[src/rtl/traffic_pkg.sv]
// Shared definitions for the traffic countdown: phase and debounce encodings,
// light one-hots, the seven-segment table and a constant BCD helper.
package traffic_pkg;

    typedef enum logic [1:0] {
        GREEN  = 2'd0,
        YELLOW = 2'd1,
        RED    = 2'd2
    } phase_t;

    typedef enum logic [1:0] {
        DB_ARMED     = 2'd0,
        DB_FIRE      = 2'd1,
        DB_WAIT_HIGH = 2'd2
    } db_state_t;

    localparam logic [2:0] LIGHT_GREEN  = 3'b001;
    localparam logic [2:0] LIGHT_YELLOW = 3'b010;
    localparam logic [2:0] LIGHT_RED    = 3'b100;

    localparam logic [6:0] SEG_BLANK = 7'h7f;

    // Active-low {g..a}, indexed by BCD digit value.
    localparam logic [6:0] SEG_TABLE [0:9] = '{
        7'b1000000, 7'b1111001, 7'b0100100, 7'b0110000, 7'b0011001,
        7'b0010010, 7'b0000010, 7'b1111000, 7'b0000000, 7'b0010000
    };

    function automatic logic [6:0] seg_of(input logic [3:0] digit);
        seg_of = (digit <= 4'd9) ? SEG_TABLE[digit] : SEG_BLANK;
    endfunction

    // Elaboration-time only: turns a period parameter into four BCD digits.
    function automatic logic [15:0] to_bcd(input int value);
        int v;
        v = value;
        to_bcd = '0;
        for (int i = 0; i < 4; i++) begin
            to_bcd[4*i +: 4] = 4'(v % 10);
            v = v / 10;
        end
    endfunction

endpackage

[src/rtl/btn_debounce.sv]
// Active-low button debouncer: one press pulse after DB_CYCLES low samples,
// re-armed only after DB_CYCLES consecutive high samples.
module btn_debounce import traffic_pkg::*; #(
    parameter int DB_CYCLES = 4
) (
    input  logic clk,
    input  logic rst,
    input  logic btn_n,
    output logic press
);

    localparam int CW = (DB_CYCLES > 1) ? $clog2(DB_CYCLES) : 1;

    db_state_t     state;
    db_state_t     state_nx;
    logic [CW-1:0] cnt;
    logic [CW-1:0] cnt_nx;
    logic          cnt_hit;

    assign cnt_hit = (cnt == CW'(DB_CYCLES - 1));

    always_ff @(posedge clk) begin
        if (rst) begin
            state <= DB_ARMED;
            cnt   <= '0;
        end else begin
            state <= state_nx;
            cnt   <= cnt_nx;
        end
    end

    // cnt counts consecutive samples of the level that moves the FSM on.
    always_comb begin
        state_nx = state;
        cnt_nx   = '0;
        case (state)
            DB_ARMED: begin
                if (!btn_n) begin
                    if (cnt_hit) state_nx = DB_FIRE;
                    else         cnt_nx   = cnt + 1'b1;
                end
            end
            DB_FIRE, DB_WAIT_HIGH: begin
                state_nx = DB_WAIT_HIGH;
                if (btn_n) begin
                    if (cnt_hit) state_nx = DB_ARMED;
                    else         cnt_nx   = cnt + 1'b1;
                end
            end
            default: state_nx = DB_ARMED;
        endcase
    end

    always_comb begin
        press = (state == DB_FIRE);
    end

endmodule

[src/rtl/traffic_countdown.sv]
// Traffic light controller with a BCD seconds countdown, pause, debounced
// +/- adjust buttons and a registered seven-segment display.
module traffic_countdown import traffic_pkg::*; #(
    parameter int NUM_DIGITS = 2,
    parameter int GREEN_SEC  = 20,
    parameter int YELLOW_SEC = 3,
    parameter int RED_SEC    = 20,
    parameter int TICK_DIV   = 16000000,
    parameter int DB_CYCLES  = 4
) (
    input  logic                    clk,
    input  logic                    rst,
    input  logic                    pause,
    input  logic                    count_up_n,
    input  logic                    count_dn_n,
    output logic [2:0]              light,
    output logic [7*NUM_DIGITS-1:0] hex,
    output logic                    phase_done
);

    localparam int CNT_W = 4 * NUM_DIGITS;
    localparam int TW    = $clog2(TICK_DIV);

    localparam logic [CNT_W-1:0] GREEN_BCD  = CNT_W'(to_bcd(GREEN_SEC));
    localparam logic [CNT_W-1:0] YELLOW_BCD = CNT_W'(to_bcd(YELLOW_SEC));
    localparam logic [CNT_W-1:0] RED_BCD    = CNT_W'(to_bcd(RED_SEC));

    logic [TW-1:0]           tick_cnt;
    logic                    tick;
    logic                    up_pulse;
    logic                    dn_pulse;
    logic                    adjust;
    logic                    advance;
    logic                    count_is_one;
    logic                    count_is_max;
    logic [CNT_W-1:0]        count;
    logic [CNT_W-1:0]        count_inc;
    logic [CNT_W-1:0]        count_dec;
    logic [CNT_W-1:0]        count_nx;
    logic [CNT_W-1:0]        period_nx;
    logic [7*NUM_DIGITS-1:0] hex_nx;
    phase_t                  phase;
    phase_t                  phase_nx;

    btn_debounce #(.DB_CYCLES(DB_CYCLES)) u_db_up (
        .clk   (clk),
        .rst   (rst),
        .btn_n (count_up_n),
        .press (up_pulse)
    );

    btn_debounce #(.DB_CYCLES(DB_CYCLES)) u_db_dn (
        .clk   (clk),
        .rst   (rst),
        .btn_n (count_dn_n),
        .press (dn_pulse)
    );

    assign tick    = !pause && (tick_cnt == TW'(TICK_DIV - 1));
    assign adjust  = up_pulse ^ dn_pulse;
    assign advance = tick && !adjust && count_is_one;

    always_ff @(posedge clk) begin
        if (rst) begin
            tick_cnt <= '0;
        end else if (!pause) begin
            tick_cnt <= tick ? '0 : tick_cnt + 1'b1;
        end
    end

    // Digit-serial BCD increment/decrement; a carry out of the top digit
    // means every digit was 9, which is the saturation point.
    always_comb begin
        logic [3:0] digit;
        logic       carry;
        logic       borrow;
        digit        = '0;
        carry        = 1'b1;
        borrow       = 1'b1;
        count_inc    = count;
        count_dec    = count;
        count_is_one = 1'b1;
        for (int i = 0; i < NUM_DIGITS; i++) begin
            digit = count[4*i +: 4];
            if (carry) begin
                if (digit == 4'd9) begin
                    count_inc[4*i +: 4] = 4'd0;
                end else begin
                    count_inc[4*i +: 4] = digit + 4'd1;
                    carry = 1'b0;
                end
            end
            if (borrow) begin
                if (digit == 4'd0) begin
                    count_dec[4*i +: 4] = 4'd9;
                end else begin
                    count_dec[4*i +: 4] = digit - 4'd1;
                    borrow = 1'b0;
                end
            end
            count_is_one = count_is_one && (digit == ((i == 0) ? 4'd1 : 4'd0));
        end
        count_is_max = carry;
    end

    always_comb begin
        case (phase)
            GREEN:   period_nx = YELLOW_BCD;
            YELLOW:  period_nx = RED_BCD;
            default: period_nx = GREEN_BCD;
        endcase
    end

    // Button adjustments win over the tick; simultaneous up+down cancel out.
    always_comb begin
        count_nx = count;
        if (up_pulse && !dn_pulse) begin
            if (!count_is_max) count_nx = count_inc;
        end else if (dn_pulse && !up_pulse) begin
            if (!count_is_one) count_nx = count_dec;
        end else if (advance) begin
            count_nx = period_nx;
        end else if (tick) begin
            count_nx = count_dec;
        end
    end

    always_ff @(posedge clk) begin
        if (rst) begin
            count      <= GREEN_BCD;
            phase_done <= 1'b0;
        end else begin
            count      <= count_nx;
            phase_done <= advance;
        end
    end

    always_ff @(posedge clk) begin
        if (rst) phase <= GREEN;
        else     phase <= phase_nx;
    end

    always_comb begin
        phase_nx = phase;
        if (advance) begin
            case (phase)
                GREEN:   phase_nx = YELLOW;
                YELLOW:  phase_nx = RED;
                default: phase_nx = GREEN;
            endcase
        end
    end

    always_comb begin
        case (phase)
            YELLOW:  light = LIGHT_YELLOW;
            RED:     light = LIGHT_RED;
            default: light = LIGHT_GREEN;
        endcase
    end

    // Walk from the most significant digit; zeros stay blank until the first
    // non-zero digit, and digit 0 is always shown.
    always_comb begin
        logic [3:0] digit;
        logic       lead;
        digit  = '0;
        lead   = 1'b1;
        hex_nx = '0;
        for (int i = NUM_DIGITS - 1; i >= 0; i--) begin
            digit = count[4*i +: 4];
            lead  = lead && (digit == 4'd0) && (i != 0);
            hex_nx[7*i +: 7] = lead ? SEG_BLANK : seg_of(digit);
        end
    end

    always_ff @(posedge clk) begin
        if (rst) hex <= {NUM_DIGITS{SEG_BLANK}};
        else     hex <= hex_nx;
    end

endmodule
[config.mk]
export PLATFORM = sky130hd
export DESIGN_NAME = traffic_countdown
export DESIGN_NICKNAME = d
export VERILOG_FILES = /design/src/rtl/traffic_pkg.sv /design/src/rtl/btn_debounce.sv /design/src/rtl/traffic_countdown.sv
export SDC_FILE = /design/constraint.sdc
export NUM_CORES = 1
export LEC_CHECK = 0
export CORE_MARGIN = 2
export CORE_UTILIZATION = 30
export CTS_CLUSTER_SIZE = 14
export DETAILED_ROUTE_END_ITERATION = 8
export PLACE_DENSITY = 0.53
export RECOVER_POWER = 50
export SETUP_SLACK_MARGIN = 0.1
export SLEW_MARGIN = 0
export SYNTH_ARGS = -nofsm -noshare
export SYNTH_HDL_FRONTEND = slang
export SYNTH_SLANG_ARGS = --single-unit
export TNS_END_PERCENT = 100
[constraint.sdc]
create_clock -name clk -period 3.18 [get_ports clk]
set_clock_uncertainty 0.05 [all_clocks]
set_input_delay 0.636 -clock clk [delete_from_list [all_inputs] [get_ports clk]]
set_output_delay 0.636 -clock clk [all_outputs]
set_load 0.02 [all_outputs]
* Yosys cells after proc, flatten, opt, wreduce, memory -nomap -nowiden
Memory sizes are Yosys's and may differ from the RTL's. A register that Yosys moved wholly into a read port is not among the register bits.
Index checks and enable logic that the tools add are counted.
W data, S select, Z words.
** Word-level totals
- Register bits after elaboration :: 43
- Memory bits (read-only) :: 224
- Word-level logic and storage cells :: 106
- Memories kept :: 2
** Memories
- (no name shown) :: depth 16, width 7, read ports 1, clocked after memory_dff 1, wr ports 0, RTL line traffic_pkg.sv:30 : seg_of = (digit <= 4'd9) ? SEG_TABLE[digit] : SEG_BLANK;
- (no name shown) :: depth 16, width 7, read ports 1, clocked after memory_dff 1, wr ports 0, RTL line traffic_pkg.sv:30
** Operators by class
- Add/sub/neg operators :: 7
- Magnitude comparators :: 2
- Equality and inequality tests :: 19
- Muxes and demuxes :: 38
- Bitwise logic cells :: 5
- Reduce and logical (&&, ||, !) cells :: 24
** Operator list (number)
- $mux W8 :: 6
- $mux W2 :: 14
- $add A24 B1 Y24 const B :: 1
- $eq A24 B24 Y1 const B :: 1
- $mux W24 :: 1
- $mux W4 :: 6
- $pmux W2 S2 :: 5
- $eq A2 B2 Y1 const B :: 5
- $not A4 Y5 :: 2
- $add A4 B1 Y4 const B :: 2
- $eq A4 B4 Y1 const B :: 2
- $le A4 B4 Y1 const B :: 2
- $logic_not A4 Y1 :: 2
- $ne A2 B2 Y1 const B :: 4
- $sub A4 B1 Y4 const B :: 2
- $eq A2 B1 Y1 const B :: 3
- $logic_and A1 B1 Y1 :: 6
- $logic_not A2 Y1 :: 3
- $mux W6 :: 1
- $pmux W3 S2 :: 1
- $reduce_or A2 Y1 :: 3
- $add A2 B1 Y2 const B :: 2
- $eq A4 B1 Y1 const B :: 1
- $logic_not A1 Y1 :: 4
- 10 further kinds :: 16

* Logic depth before layout (Yosys ltp)
- Depth in word-level cells :: 8
- Depth in mapped cells :: 10
- Gate-level depth less buffers :: 10

* Hierarchy
Synthesis repeated with hierarchy kept, for this count alone.
** Unflattened totals
- Cell total of the unflattened synthesis :: 353
- Area total of the unflattened synthesis :: 3098.0 µm²
** By module, submodules not included
- traffic_countdown :: instances 1, cells an instance 311, area an instance 2650.0 µm², sequential area each 980.9 µm²
- btn_debounce :: instances 2, cells an instance 21, area an instance 224.0 µm², sequential area each 80.1 µm²

* Worst setup path before layout
No wires, ideal clock.
- Path kind :: reg-to-reg
- Start :: register u_db_up.state[1]
- End :: register count[7]
- Library setup time :: 0.138 ns
- Arrival time :: 2.240 ns
- Path slack :: 0.752 ns
- Cell stages (with the launch flop) :: 9
- Path buffers :: 0
- Path through :: dfxtp_1 -> inv_1 -> ha_1 -> ha_1 -> or4bb_1 -> nor4b_1 -> a31oi_1 -> a32oi_1 -> a211oi_1
** On the way
- Cells in the longest elaborated chain, start to end :: 8
- Elaborated cells on any way between the ends :: 16
- Classes of those cells :: 4 x eq/ne; 3 x mux; 1 x bitwise; 8 x reduce/logical
** Ends and longest elaborated chain
- from (decl) :: RTL line btn_debounce.sv:14 : db_state_t state;
- from (signal assigned) :: RTL line btn_debounce.sv:27 : state <= state_nx;
- $eq A2 B1 Y1 (*) :: RTL line btn_debounce.sv:55 : press = (state == DB_FIRE);
- $xor A1 B1 Y1 :: RTL line traffic_countdown.sv:60 : assign adjust = up_pulse ^ dn_pulse;
- $logic_not A1 Y1 :: RTL line traffic_countdown.sv:61 : assign advance = tick && !adjust && count_is_one;
- $logic_and A1 B1 Y1 (2 in series) :: RTL line traffic_countdown.sv:61
- $mux W8 :: RTL line traffic_countdown.sv:121 : end else if (advance) begin
- $mux W8 :: RTL line traffic_countdown.sv:119 : end else if (dn_pulse && !up_pulse) begin
- $mux W8 :: RTL line traffic_countdown.sv:117 : if (up_pulse && !dn_pulse) begin
- to (signal assigned) :: RTL line traffic_countdown.sv:133 : count <= count_nx;
- to (decl) :: RTL line traffic_countdown.sv:36 : logic [CNT_W-1:0] count;
Every way passes the cells marked *; elsewhere a longest branch is shown, timed or not.
A chain may end at the register's enable or synchronous reset.

* Worst setup path after layout
Ends and elaborated chain as after synthesis.

==> metrics list <==
* Vias in the first global route: 2,346
- Among all cell types in the netlist, the one instantiated most often is dfxtp_1.
- The first global-routing pass estimated 11.1 mm of wire.
- Summing the areas of all fa, ha and maj instances in the mapped netlist gives 9.94% of the synthesized area.
- Entering global routing, the biggest net connects 22 pins.
- Boundary Pins: 23
* Share of power burned in combinational logic: 5.9%
* Most area-hungry cell type in the Yosys netlist: dfxtp_1
- Post-detailed-route wirelength per cell: 12.0 um
* Number of nets in the final layout: 414
- The share of the Yosys chip area taken by registers is 37.8%.
- Nature of the critical path endpoint: flop
- Number of setup violations in the final report: 0
- In this run the core area contains 36 standard-cell rows.
- Starting density of the core: 30.9%
- Worst setup SP type: flop
- Clock tree buffer depth: 2
- Counting the buffers created by CTS gives 9.
- Port bufs: 22
- Worst Path Required: 3340 ps
- The tree built by TritonCTS fans out to 57 sinks.
- Die H: 104 um
- Of the available clock period, the critical path in the final layout requires 86.0%.
- The H-tree was split into 3 levels.
- FILL cells: 1,035
* Overall Power: 1590 uW
- TritonCTS built the clock tree.
* Number of antenna violations at the first check in global routing: 0
- For this run, the detailed router's first-pass iteration total came to 4.
- Internal power of the cells: 1230 uW
- Summed over all cells, the static leakage comes to 0.00135 uW.
- Wires add up to 6.27 mm.
* Global route overflow: 0
- The tightest hold path in the finished design has a slack of 376 ps.
- Max-cap violations in this run came to 0.
- CP Max Fanout: 5
- Area of the multi-input gates: 0.00176 mm2
* Post-CTS Setup Bufs: 0
* Vias per inst: 4.74
- The final max-slew violation count came to 0.
* Area taken by flip-flops and latches: 0.00114 mm2
- After Yosys synthesis, XOR and XNOR cells account for 6.96% of the synthesized area.
- Net switching is 22.6% of the power.
* Total of flip-flops plus latches after synthesis: 57
* Clock slew at reported path FFs: 70 ps
- The die covers 0.0109 mm2.
* Worst skew pair latency: 340 ps
* Synth cell count leaders: 57 x dfxtp_1, 43 x nor2_1, 29 x nand2_1, 27 x a21oi_1, 24 x ha_1
* Period minus WS final: 2730 ps
- Post-CTS repair changed the size of 0 cells.
- For this run, the leading register cell type out of synthesis is dfxtp_1.
* Largest cells by area after synthesis: dfxtp_1 38%, ha_1 9.9%, nor2_1 5.3%
- The count of nets left with antenna violations once routing finished came out at 0.
* Setup TNS Final: 0 ps
* Antenna fix cells: 0
- Yosys warns: 0
* Detailed-route DRC error count: 0
- Counting every instance in the synthesized netlist gives 360.
* Setup repair after global routing missed its margin: no
- The clock network burns 47.7% of the power.
- Number of enable-type register cells in the synthesized netlist: 0
* Switching power of the nets: 360 uW
- Final Hold Viols: 0
* Worst slew margin relative to its limit: 61.9%
- Layout overhead on the synthesized area: 19.7%
- The run finished with clean final reports.
* Arrival @ worst endpoint: 2900 ps
* Core area: 0.00977 mm2
* HPWL reported at the end of detailed placement: 4.42 mm
- The synthesized netlist devotes 14.9% of its cell area to compound gates.
* Transition time at the pin with the least slew margin: 566 ps
* Number of distinct library cell variants in the gate-level netlist after synthesis: 51
- Counting flops with an async set or reset pin after synthesis yields a share of 0%.
* Share of layout cells above drive strength 1: 7.18%
- Die width: 104 um
* Avg Inst Size Synth: 8.39 um2
- Dividing total power by cell area gives a power density of 440 mW/mm2.
- After clock tree synthesis, the flow added hold-fix buffers numbering 0.
- Class of the worst hold path: flop to flop
- Initial drt markers: 83
- GPL Wtd Cong: 0.805
- Main combinational cell family by area after synthesis: simple AND/OR/NAND/NOR gates
* Root buffer cell: clkbuf_8
- Via count: 2,477
- Post-synthesis share of cell area spent on and, or, nand and nor gates: 25.7%
* Setup CP Type: flop to flop
* Overall routing resource usage: 12.5%
- Achievable Freq: 366 MHz
- Area fraction of the dominant cell type after synthesis: 37.8%
- Post-synth net total: 389
* Fraction of power consumed by sequential logic: 46.4%
* Peak supply drop: 176 uV
- Mux share of post-synthesis cell area: 0.663%
* Post-synthesis cell area: 0.00302 mm2
## per-stage QoR
stage                     area (um2)  utilization, %  cells  setup WS, ps
after floorplan                 3020               -    360           752
after global placement          3400            34.8    507           350
after detailed placement        3400            34.8    507           315
after CTS                       3620            37.0    523           481
after global routing            3620            37.0    523           248
final                           3620            37.0    523           447
## path summary, 6_finish.rpt
path | start | endpoint | slack [ps] | cells after the start
max | u_db_up.state[1] | count[7] | 450 | 8
min reg2reg | u_db_dn.cnt[0] | u_db_dn.cnt[0] | 380 | 1
min | u_db_dn.cnt[0] | u_db_dn.cnt[0] | 380 | 1
max reg2reg | u_db_up.state[1] | count[7] | 450 | 8
## worst max-delay path: stages, from the launching register on
cell and delay, ps:
dfxtp_1 350, inv_1 70, ha_1 190, ha_1 370, or4bb_1 550, nor4b_1 380
a31oi_1 280, a32oi_1 270, a211oi_1 90
## cell usage in the layout, fill, tap and decap left out, types with 2 or more instances in the layout
| cell | netlist | layout |
|---|---|---|
| a211oi_1 | 2 | 2 |
| a21boi_0 | 3 | 3 |
| a21oi_1 | 27 | 27 |
| a22oi_1 | 3 | 3 |
| a31oi_1 | 2 | 2 |
| a32oi_1 | 2 | 2 |
| and3_1 | 7 | 7 |
| and3b_1 | 2 | 2 |
| buf_4 | 0 | 5 |
| bufinv_16 | 0 | 2 |
| clkbuf_1 | 13 | 2 |
| clkbuf_8 | 0 | 10 |
| clkdlybuf4s50_1 | 0 | 5 |
| clkinv_2 | 0 | 2 |
| dfxtp_1 | 57 | 57 |
| dlygate4sd3_1 | 0 | 17 |
| ha_1 | 24 | 24 |
| inv_1 | 19 | 19 |
| mux2i_1 | 2 | 2 |
| nand2_1 | 29 | 29 |
| nand2b_1 | 7 | 7 |
| nand3_1 | 17 | 17 |
| nand3b_1 | 3 | 3 |
| nand4_1 | 3 | 3 |
| nand4b_1 | 2 | 2 |
| nor2_1 | 43 | 43 |
| nor2b_1 | 5 | 5 |
| nor3_1 | 9 | 9 |
| nor4_1 | 2 | 2 |
| o211ai_1 | 5 | 5 |
| o21ai_0 | 20 | 20 |
| o31ai_1 | 2 | 2 |
| or3_1 | 4 | 4 |
| xnor2_1 | 13 | 13 |
| xor2_1 | 11 | 11 |
## cells by family after synthesis
| family | Yosys count |
|---|---|
| fa+ha+maj | 24 |
| compound gates | 73 |
| mux | 2 |
| xor+xnor | 24 |
| buf+inv | 33 |
| simple gates | 147 |
| flops | 57 |
## power groups by stage
stage | Sequential (uW) | Combinational (uW) | Clock, uW
floorplan | 765 | 47.8 | 0
global placement | 755 | 97.8 | 0
detailed placement | 755 | 98.4 | 0
CTS | 739 | 98.8 | 785
global route | 740 | 104 | 813
finish | 738 | 93.3 | 759
## registers in the layout, indices dropped and copies added (netlist names), 2 cells and up
register and count:
tick_cnt 24, hex 14, count 8, phase 2, u_db_dn.cnt 2, u_db_dn.state 2
u_db_up.cnt 2, u_db_up.state 2
## layout make-up
class | instances | area share [%]
multi-input cells | 270 | 48.6
flip-flops and latches | 57 | 31.5
repair buffers | 28 | 7.23
well taps | 133 | 4.60
clock buffers | 11 | 3.91
clock inverters | 5 | 2.18
inverters | 19 | 1.97
## per-layer routing
layer	vias to the layer above	GRT usage, %	routed length (um)
met5	-	0	0
met4	0	6.66	149
met3	12	2.94	216
met2	39	17.9	2540
met1	1131	17.2	3360
li1	1295	-	-
(Power assumes the default switching activity.)
